===== config.mk =====
export PLATFORM = sky130hd
export DESIGN_NAME = dmem_arbiter
export DESIGN_NICKNAME = d
export VERILOG_FILES = /design/src/rtl/dmem_arbiter.sv
export SDC_FILE = /design/constraint.sdc
export NUM_CORES = 1
export LEC_CHECK = 0
export ABC_CLOCK_PERIOD_IN_PS = 2520
export BUFFER_PORTS_ARGS = -buffer_cell sky130_fd_sc_hd__buf_2
export CAP_MARGIN = 20
export CORE_AREA = 2 2 119 121
export CTS_CLUSTER_SIZE = 40
export DETAILED_ROUTE_END_ITERATION = 6
export DIE_AREA = 0 0 121 123
export GPL_ROUTABILITY_DRIVEN = 0
export GPL_TIMING_DRIVEN = 0
export RECOVER_POWER = 25
export SYNTH_ARGS = -nofsm -noshare
export SYNTH_HDL_FRONTEND = slang
export SYNTH_SLANG_ARGS = --single-unit

===== constraint.sdc =====
create_clock -name clock -period 2.52 [get_ports clock]
set_clock_uncertainty 0.05 [all_clocks]
set_input_delay 0.378 -clock clock [delete_from_list [all_inputs] [get_ports clock]]
set_output_delay 0.378 -clock clock [all_outputs]
set_load 0.01 [all_outputs]

===== src/rtl/dmem_arbiter.sv =====
// Arbiter sharing the single dmemory data port between the pipeline memory stage
// (fixed priority) and an auxiliary req/ack requester that has starvation protection.
module dmem_arbiter #(
    parameter int unsigned MAX_WAIT = 4
) (
    input  logic        clock,
    input  logic        reset,
    input  logic        core_valid,
    input  logic        core_we,
    input  logic [1:0]  core_size,
    input  logic [31:0] core_addr,
    input  logic [31:0] core_wdata,
    output logic [31:0] core_rdata,
    output logic        core_stall,
    input  logic        aux_req,
    input  logic        aux_we,
    input  logic [1:0]  aux_size,
    input  logic [31:0] aux_addr,
    input  logic [31:0] aux_wdata,
    output logic        aux_ack,
    output logic        aux_err,
    output logic [31:0] aux_rdata,
    output logic        dmem_read_write,
    output logic [1:0]  dmem_access_size,
    output logic [31:0] dmem_address,
    output logic [31:0] dmem_data_in,
    input  logic [31:0] dmem_rdata
);

    typedef enum logic {
        ST_ARB = 1'b0,
        ST_ACK = 1'b1
    } state_t;

    localparam logic [7:0] LP_MAX_WAIT = 8'(MAX_WAIT);

    state_t      r_state;
    state_t      w_state_next;
    logic [7:0]  r_wait_cnt;
    logic [7:0]  w_wait_next;
    logic        r_aux_err;
    logic [31:0] r_aux_rdata;

    logic        w_aligned;
    logic        w_in_arb;
    logic        w_aux_go;
    logic        w_aux_bad;

    // Size 11 has no legal alignment and is always rejected.
    always_comb begin
        w_aligned = 1'b0;
        case (aux_size)
            2'b00:   w_aligned = 1'b1;
            2'b01:   w_aligned = ~aux_addr[0];
            2'b10:   w_aligned = (aux_addr[1:0] == 2'b00);
            default: w_aligned = 1'b0;
        endcase
    end

    assign w_in_arb  = (r_state == ST_ARB);
    assign w_aux_go  = reset && w_in_arb && aux_req && w_aligned &&
                       (!core_valid || (r_wait_cnt == LP_MAX_WAIT));
    assign w_aux_bad = reset && w_in_arb && aux_req && !w_aligned;

    always_comb begin
        w_state_next = r_state;
        w_wait_next  = r_wait_cnt;
        case (r_state)
            ST_ARB: begin
                if (w_aux_go || w_aux_bad) begin
                    w_state_next = ST_ACK;
                end
                if (!aux_req || w_aux_go) begin
                    w_wait_next = 8'd0;
                end else if (w_aligned && core_valid && (r_wait_cnt < LP_MAX_WAIT)) begin
                    w_wait_next = r_wait_cnt + 8'd1;
                end
            end
            ST_ACK: begin
                w_state_next = ST_ARB;
                w_wait_next  = 8'd0;
            end
            default: begin
                w_state_next = ST_ARB;
                w_wait_next  = 8'd0;
            end
        endcase
    end

    always_ff @(posedge clock or negedge reset) begin
        if (!reset) begin
            r_state     <= ST_ARB;
            r_wait_cnt  <= 8'd0;
            r_aux_err   <= 1'b0;
            r_aux_rdata <= 32'd0;
        end else begin
            r_state    <= w_state_next;
            r_wait_cnt <= w_wait_next;
            if (w_aux_go || w_aux_bad) begin
                r_aux_err <= w_aux_bad;
            end
            if (w_aux_go && !aux_we) begin
                r_aux_rdata <= dmem_rdata;
            end
        end
    end

    // Writes are suppressed throughout reset so no stray store reaches memory.
    assign dmem_read_write  = reset && (w_aux_go ? aux_we : (core_valid && core_we));
    assign dmem_access_size = w_aux_go ? aux_size  : core_size;
    assign dmem_address     = w_aux_go ? aux_addr  : core_addr;
    assign dmem_data_in     = w_aux_go ? aux_wdata : core_wdata;

    assign core_rdata = dmem_rdata;
    assign core_stall = core_valid && w_aux_go;
    assign aux_ack    = (r_state == ST_ACK);
    assign aux_err    = aux_ack && r_aux_err;
    assign aux_rdata  = r_aux_rdata;

endmodule


Word level (Yosys, flattened, before mapping)
Cells that the tools add are included.

Logic and storage cells: 43. Flip-flop bits (word level): 42. Output and inout bits: 134. Input bits: 170.

Mux-type cells: 10. Order comparisons: 1. Bitwise operators: 2. Add/sub/neg operators: 1. Equality and inequality tests: 4. Reductions and logical operators: 21.

Operators with widths (number): 32-bit 2-to-1 mux (2); 8-bit 2-to-1 mux (2); 8-bit one-hot mux with 2 select lines (1); 1-bit logical AND (12); 8-bit by 1-bit adder with 8-bit output, second input constant (1); 8-bit by 3-bit == test with 1-bit output, second input constant (1); 8-bit by 3-bit less-than comparator with 1-bit output, second input constant (1); 1-bit logical NOT (4); 2-bit logical NOT (2); 1-bit logical OR (3); 3-bit by 1-bit inequality test with 1-bit output, second input constant (1); 1-bit one-hot mux with 3 select lines (1); 2-bit by 1-bit == test with 1-bit output, second input constant (1); 2-bit == test, second input constant (1); 1-bit 2-to-1 mux (2); 2-bit 2-to-1 mux (1); 1-bit inverter (2); 1-bit one-hot mux with 2 select lines (1).

Logic depth before layout (Yosys ltp)
Gate-level depths: netlist of the first run.

Word-level depth: 8. Depth in mapped cells: 7. Mapped depth without buffers: 5.

Worst setup path after synthesis of the first run
No wires, ideal clock.

Path kind: register to output. From: register r_wait_cnt[3]. To: output dmem_access_size[0]. Cell stages (with the launch flop): 7. Setup slack: 0.273 ns. Arrival time: 1.819 ns. Data required time: 2.092 ns. Path buffers: 2. Path through: dfrtp_1 > nor3_4 > a41oi_4 > or3_1 > buf_6 > buf_12 > mux2_4.

Cells in the longest elaborated chain, start to end: 4.

Ends and longest elaborated chain: start, declared (RTL line 39) `logic [7:0] r_wait_cnt;`; start signal, assigned (RTL line 98) `r_wait_cnt <= w_wait_next;`; 8-bit by 3-bit == test with 1-bit output (RTL line 62) `(!core_valid || (r_wait_cnt == LP_MAX_WAIT));`; 1-bit logical OR (RTL line 62); 1-bit logical AND (RTL line 61) `assign w_aux_go = reset && w_in_arb && aux_req && w_aligned &&`; 2-bit 2-to-1 mux (RTL line 110) `assign dmem_access_size = w_aux_go ? aux_size : core_size;`; end, declared (RTL line 24) `output logic [1:0] dmem_access_size,`.

No other way between the ends.

Final worst setup path of the first run
From: register r_wait_cnt[0]. To: output dmem_address[2].

Cells in the longest elaborated chain, start to end: 4.

Ends and longest elaborated chain: 8-bit by 3-bit == test with 1-bit output (RTL line 62); 1-bit logical OR (RTL line 62); 1-bit logical AND (RTL line 61); 32-bit 2-to-1 mux (RTL line 111) `assign dmem_address = w_aux_go ? aux_addr : core_addr;`; end, declared (RTL line 25) `output logic [31:0] dmem_address,`.

No other way between the ends.

==> results of run 1 <==
-- per-layer routing --
layer	track usage (%)	routed length [um]
met1	15.65	4238
met5	0	40
met4	2.834	106
met2	27.25	6405
met3	5.720	1368
-- worst min path at each step --
stage / from / endpoint / cells past startpoint
floorplan: reset / aux_ack$_DFF_PN0_ / 0
finish: dmem_rdata[14] / aux_rdata[14]$_DFFE_PN0P_ / 2
global route: dmem_rdata[13] / aux_rdata[13]$_DFFE_PN0P_ / 2
CTS: reset / aux_rdata[17]$_DFFE_PN0P_ / 2
global placement: aux_rdata[25]$_DFFE_PN0P_ / aux_rdata[25]$_DFFE_PN0P_ / 1
detailed placement: aux_rdata[25]$_DFFE_PN0P_ / aux_rdata[25]$_DFFE_PN0P_ / 1
-- layout make-up --
class | count | share of cell area [%]
well taps | 180 | 4.083
plain buffers | 43 | 7.439
clock buffers | 5 | 2.268
clock inverters | 3 | 0.4309
diodes | 2 | 0.09072
flip-flops and latches | 42 | 19.05
repair buffers | 314 | 36.61
multi-input cells | 134 | 29.83
inverters | 3 | 0.2041
-- through the flow --
stage / worst slack [ns] / instances / setup TNS, ns
2_1_floorplan: 0.2728 / 222 / 0
3_3_place_gp: -0.6624 / 705 / -52.95
3_5_place_dp: -0.7110 / 705 / -59.22
4_1_cts: -0.1739 / 722 / -8.248
5_1_grt: -0.2209 / 725 / -12.51
6_report: -0.1374 / 726 / -7.026
-- repair_timing --
item,in CTS,in global routing
hold buffers,1,0
pin swaps,4,1
resized for setup,68,11
cloned,2,1
endpoints found under the setup margin,98,68
buffers inserted,6,1
endpoints found under the hold margin,42,0
-- synth_stat cells (2+ instances only) --
cell type  count  area share, %
dfrtp_1       42             34
mux2_4        64             31
nor2_1         4           0.49
and3_1         6            1.2
ha_1           2           0.81
nand3_1        2           0.33
mux2_2        34             12
buf_6          2           0.73
buf_12         6            3.9
a21oi_1        4           0.65
buf_4         32            7.8
inv_1          3           0.37
o21ai_0        4           0.65
buf_2          3           0.49
-- flip-flops by register name, indices dropped and copies added (netlist names) --
name / flops
aux_ack: 1
aux_rdata: 32
r_aux_err: 1
r_wait_cnt: 8
-- report_power, final --
part           switching, mW  internal [mW]  total [mW]
sequential            0.0683          0.815       0.884
combinational          0.412          0.574       0.986
clock                  0.269          0.370       0.639
-- cell families (layout without fill, tap and decap cells) --
| group | Yosys count | after routing | synth area share [%] |
|---|---|---|---|
| AO/OA/AOI/OAI | 11 | 11 | 2.646 |
| adder cells (fa/ha/maj) | 2 | 2 | 0.8139 |
| buffers and inverters | 46 | 368 | 13.31 |
| flip-flops | 42 | 42 | 34.19 |
| multiplexers | 99 | 99 | 44.08 |
| other | 0 | 2 | 0 |
| AND/OR/NAND/NOR | 22 | 22 | 4.966 |
==> metrics, run 1 <==
status=finished, violations left; failing checks=capacitance limit, slew limit, setup timing; most frequent cells in the layout=buf_2, mux2_4, buf_6; largest net degree at the start of global routing=43; endpoints failing setup=between 60 and 70; Leakage=between 3 and 4 nW; FF-to-FF path depth=7; fin. max-slew vios=between 40 and 50; vias in the first global route=roughly 3000; die area=0.01488 sq mm; CP endpoint=dmem_address[2]; pwr/cell area=between 400 and 500 mW/mm^2; Synth async-reset ratio=100.0%; Power Total=~2.5 mW; critical path class=flop to output port; final layout net count=about 720; CTS Root Cell=clkbuf_16; Clock Latency Late Sink=approximately 0.28 ns; fmax=about 380 MHz; H-tree depth=2; worst r2r dst=aux_rdata[6]$_DFFE_PN0P_; critical path endpoint category=output port; reg2reg setup slack=about 0.24 ns; worst rel slew slack=-24.79%; Synth Net Count=394; critical path required time=between 2 and 2.5 ns; initial detailed-routing violation count=40; GRT overflow=0; DR pass1 iterations=4; CP delay by family, top=buffers and inverters; commonest non-fill, non-tap cell in the layout=buf_2; Via Count=about 3000; Final period util=105.5%; row cnt=43; first-pass GRT wire length=16600 um; Final Hold Fails=0; DRT antenna net count=0; area grow syn2layout=79.45%; Placed Area=approximately 0.0048 sq mm; Worst Tran Pin Value=~1.9 ns; syn avg cell area=about 14 sq um; core area=between 0.01 and 0.015 sq mm; WP buf/inv=4; cts bufs inserted=5; residual DRC count=0; reg2reg start=r_wait_cnt[0]$_DFFE_PN0P_; worst vdd ir=0.2676 mV; Port Buffer Count=around 300; Primary FF master, synth=dfrtp_1; Post-DP HPWL=between 9000 and 10000 um; Post-Route WL=12160 um; Mapped Area=a little over 0.003 sq mm; Critical Path Start Type=flop; slowest stage cell, crit path=dfrtp_1; WL/cell=around 17 um; final instance area=roughly 0.0055 sq mm; Starting Density=22.58%; Clock Pin Slew Worst Setup and Hold Paths=0.07 ns; sequential-to-total area share from yosys stat=between 30% and 40%; Critical Path Source=r_wait_cnt[0]$_DFFE_PN0P_; layout cells sized above 1=roughly 87%; critical path depth=8; CP Cell Sequence=inv_1, ha_2, a41oi_4, or3_4, buf_12, clkbuf_16, mux2_4, buf_6; Post-synth EDFFs=0; setup ws final=-0.1374 ns; fin crit period=2.657 ns; die height=about 120 um; RSZ-0062 raised after global routing=true; Clock Sink Count=between 40 and 50; CTS Buffer Depth=2; Synth Register Bits=between 40 and 50; Worst Path Arrival=between 2 and 2.5 ns; Mapped Cells=222; Filler cells=1307; Seq. cell area=0.001051 sq mm; Worst path max stage delay=roughly 0.4 ns; max-cap violations=1; Fin Hold WS=0.2898 ns; Yosys Warn Count=0; Die X=around 120 um; Util after Layout=just over 40%; Ports=~300; gr usage total=roughly 15%; via/cell ratio=just over 4; CP Max Fanout=6; TritonCTS clock tree=built; area of the multi-input gates=between 0.0015 and 0.002 sq mm; Worst Hold Class=input pin to flop; initial antenna violation count=5; Cell variety after synth=28
No activity file was read; power rests on OpenSTA's default activity.
==> inputs of run 2 (changes only) <==
--- a/config.mk
+++ b/config.mk
@@ -5,7 +5,7 @@
 export SDC_FILE = /design/constraint.sdc
 export NUM_CORES = 1
 export LEC_CHECK = 0
-export ABC_CLOCK_PERIOD_IN_PS = 2520
+export ABC_CLOCK_PERIOD_IN_PS = 2560
 export BUFFER_PORTS_ARGS = -buffer_cell sky130_fd_sc_hd__buf_2
 export CAP_MARGIN = 20
 export CORE_AREA = 2 2 119 121
==> constraint.sdc (replaced) <==
create_clock -name clock -period 2.56 [get_ports clock]
set_clock_uncertainty 0.05 [all_clocks]
set_input_delay 0.384 -clock clock [delete_from_list [all_inputs] [get_ports clock]]
set_output_delay 0.384 -clock clock [all_outputs]
set_load 0.01 [all_outputs]
==> run 2 against run 1 <==
Compared with the run above: the run still ends with capacitance limit, slew limit, setup timing left; critical path depth did not move; via count barely moved; combinational power fell by 2%; clock power fell by 2%; global-route usage barely moved; total power fell by 1.7%; hold slack improved by 0.0061 ns; non-clock buffer count fell by 1; largest cell class unchanged; routed wire length fell by 0.12%; critical endpoint unchanged; flip-flop and latch count did not move; sequential power fell by 2%.
==> metrics, run 2 (synthesized netlist as in run 1, its figures left out) <==
status=finished, violations left; failing checks=capacitance limit, slew limit, setup timing; TritonCTS clock tree=built; cts bufs inserted=5 (unchanged); initial detailed-routing violation count=48 (+20%); DRT antenna net count=0 (unchanged); largest net degree at the start of global routing=43 (unchanged); Clock Latency Late Sink=0.28 ns (about the same); RSZ-0062 raised after global routing=true; pwr/cell area=448.2 mW/mm^2 (-1.4%); die height=123 um (unchanged); residual DRC count=0 (unchanged); Clock Pin Slew Worst Setup and Hold Paths=0.07 ns (about the same); Worst Hold Depth=2 (unchanged); most frequent cells in the layout=buf_2, mux2_4, buf_6; area grow syn2layout=79.00%; worst vdd ir=0.2634 mV (-1.6%); GRT overflow=0 (unchanged); Fin Hold WS=0.2958 ns (+0.006070 ns); fmax=375.5 MHz; critical path required time=2.13 ns (+0.04 ns); CTS Root Cell=clkbuf_16; gr usage total=14.59% (about the same); Leakage=3.143 nW (-0.20%); setup ws final=-0.1033 ns (+0.03408 ns); DR pass1 iterations=4 (unchanged); core area=0.01361 sq mm (unchanged); FF-to-FF path depth=7 (unchanged); Starting Density=22.58% (unchanged); WL/cell=16.75 um (about the same); vias in the first global route=3007 (-0.23%); initial antenna violation count=5 (unchanged); Die X=121 um (unchanged); Ports=304 (unchanged); final layout net count=714 (-0.14%); critical path endpoint category=output port; commonest non-fill, non-tap cell in the layout=buf_2; Final Hold Fails=0 (unchanged); row cnt=43 (unchanged); die area=0.01488 sq mm (unchanged); Final period util=104.0%; Post-Route WL=12150 um (-0.12%); endpoints failing setup=66 (unchanged); Filler cells=1308 (+0.077%); H-tree depth=2 (unchanged); max-cap violations=1 (unchanged); Worst Tran Pin Value=1.873 ns (+0.001566 ns); CP Max Fanout=6 (unchanged); Critical Path Start Type=flop; via/cell ratio=4.164 (+0.10%); Worst Path Arrival=2.23 ns (about the same); Port Buffer Count=303 (unchanged); max reg flops=32 (unchanged); first-pass GRT wire length=16590 um (about the same); fin. max-slew vios=43 (unchanged); Post-DP HPWL=9969 um (unchanged); CTS Buffer Depth=2 (unchanged); fin crit period=2.663 ns; layout cells sized above 1=86.74% (about the same); Clock Sink Count=42 (unchanged); Worst Hold Class=input pin to flop; Via Count=3019 (-0.033%); Util after Layout=40.43% (-0.10 points); critical path class=flop to output port; worst rel slew slack=-24.90% (-0.10 points)
run 2: cell count changes in the layout (fill, tap and decap cells not counted), sizes merged:
cell / previous run / this run
buf: 354 / 353
run 2: metrics by stage:
stage	TNS (ns)	cell area, sq um	std cells	setup slack [ns]	power, mW
floorplan	0	3074	222	0.3068	1.315
global placement	-49.79	4816	705	-0.6344	1.742
detailed placement	-56.05	4816	705	-0.6830	1.757
CTS	-5.987	5451	721	-0.1399	2.495
global route	-10.23	5500	724	-0.1869	2.593
finish	-4.760	5503	725	-0.1033	2.466
run 2: path summary, 6_finish.rpt:
kind                                              to  slack [ns]                 startpoint
min                        aux_rdata[14]$_DFFE_PN0P_        0.30             dmem_rdata[14]
min in group asynchronous  aux_rdata[17]$_DFFE_PN0P_        0.86                      reset
max in group asynchronous  r_wait_cnt[0]$_DFFE_PN0P_        0.52                      reset
min reg2reg                aux_rdata[25]$_DFFE_PN0P_        0.45  aux_rdata[25]$_DFFE_PN0P_
max reg2reg                 aux_rdata[6]$_DFFE_PN0P_        0.28  r_wait_cnt[0]$_DFFE_PN0P_
max                                  dmem_address[2]       -0.10  r_wait_cnt[0]$_DFFE_PN0P_
run 2: timing repair:
item                                    in CTS  in global routing
gates resized for setup                     68                 10
setup buffers                                5                  1
hold buffers                                 1                  0
endpoints found under the setup margin      98                 68
endpoints found under the hold margin       42                  0
cloned                                       2                  1
pin swaps                                    4                  1
run 2: layout make-up:
| class | instances | area (sq um) | share of cell area (%) |
|---|---|---|---|
| Tap cell | 180 | 225.2 | 4.093 |
| Multi-Input combinational cell | 134 | 1645 | 29.90 |
| Clock buffer | 5 | 125.1 | 2.274 |
| Antenna cell | 2 | 5.005 | 0.09095 |
| Buffer | 43 | 410.4 | 7.458 |
| Sequential cell | 42 | 1051 | 19.10 |
| Timing Repair Buffer | 313 | 2006 | 36.45 |
| Clock inverter | 3 | 23.77 | 0.4320 |
| Inverter | 3 | 11.26 | 0.2046 |
run 2: power by group:
part	internal (mW)	total [mW]	switching, mW
clock network	0.364	0.628	0.264
registers	0.803	0.870	0.0673
logic	0.563	0.968	0.405
total	1.73	2.47	0.736
run 2: per-layer routing:
layer	vias to the layer above	track usage [%]	routed length, um
met2	151	27.21	6420
li1	1402	-	-
met3	12	5.720	1363
met1	1448	15.65	4211
met5	-	0	43
met4	6	2.834	106
run 2: critical path, stage by stage (launching register included):
cell,delay (ns)
dfrtp_1,0.40
inv_1,0.09
ha_2,0.20
a41oi_4,0.10
or3_4,0.39
buf_12,0.17
clkbuf_16,0.16
mux2_4,0.32
buf_6,0.13
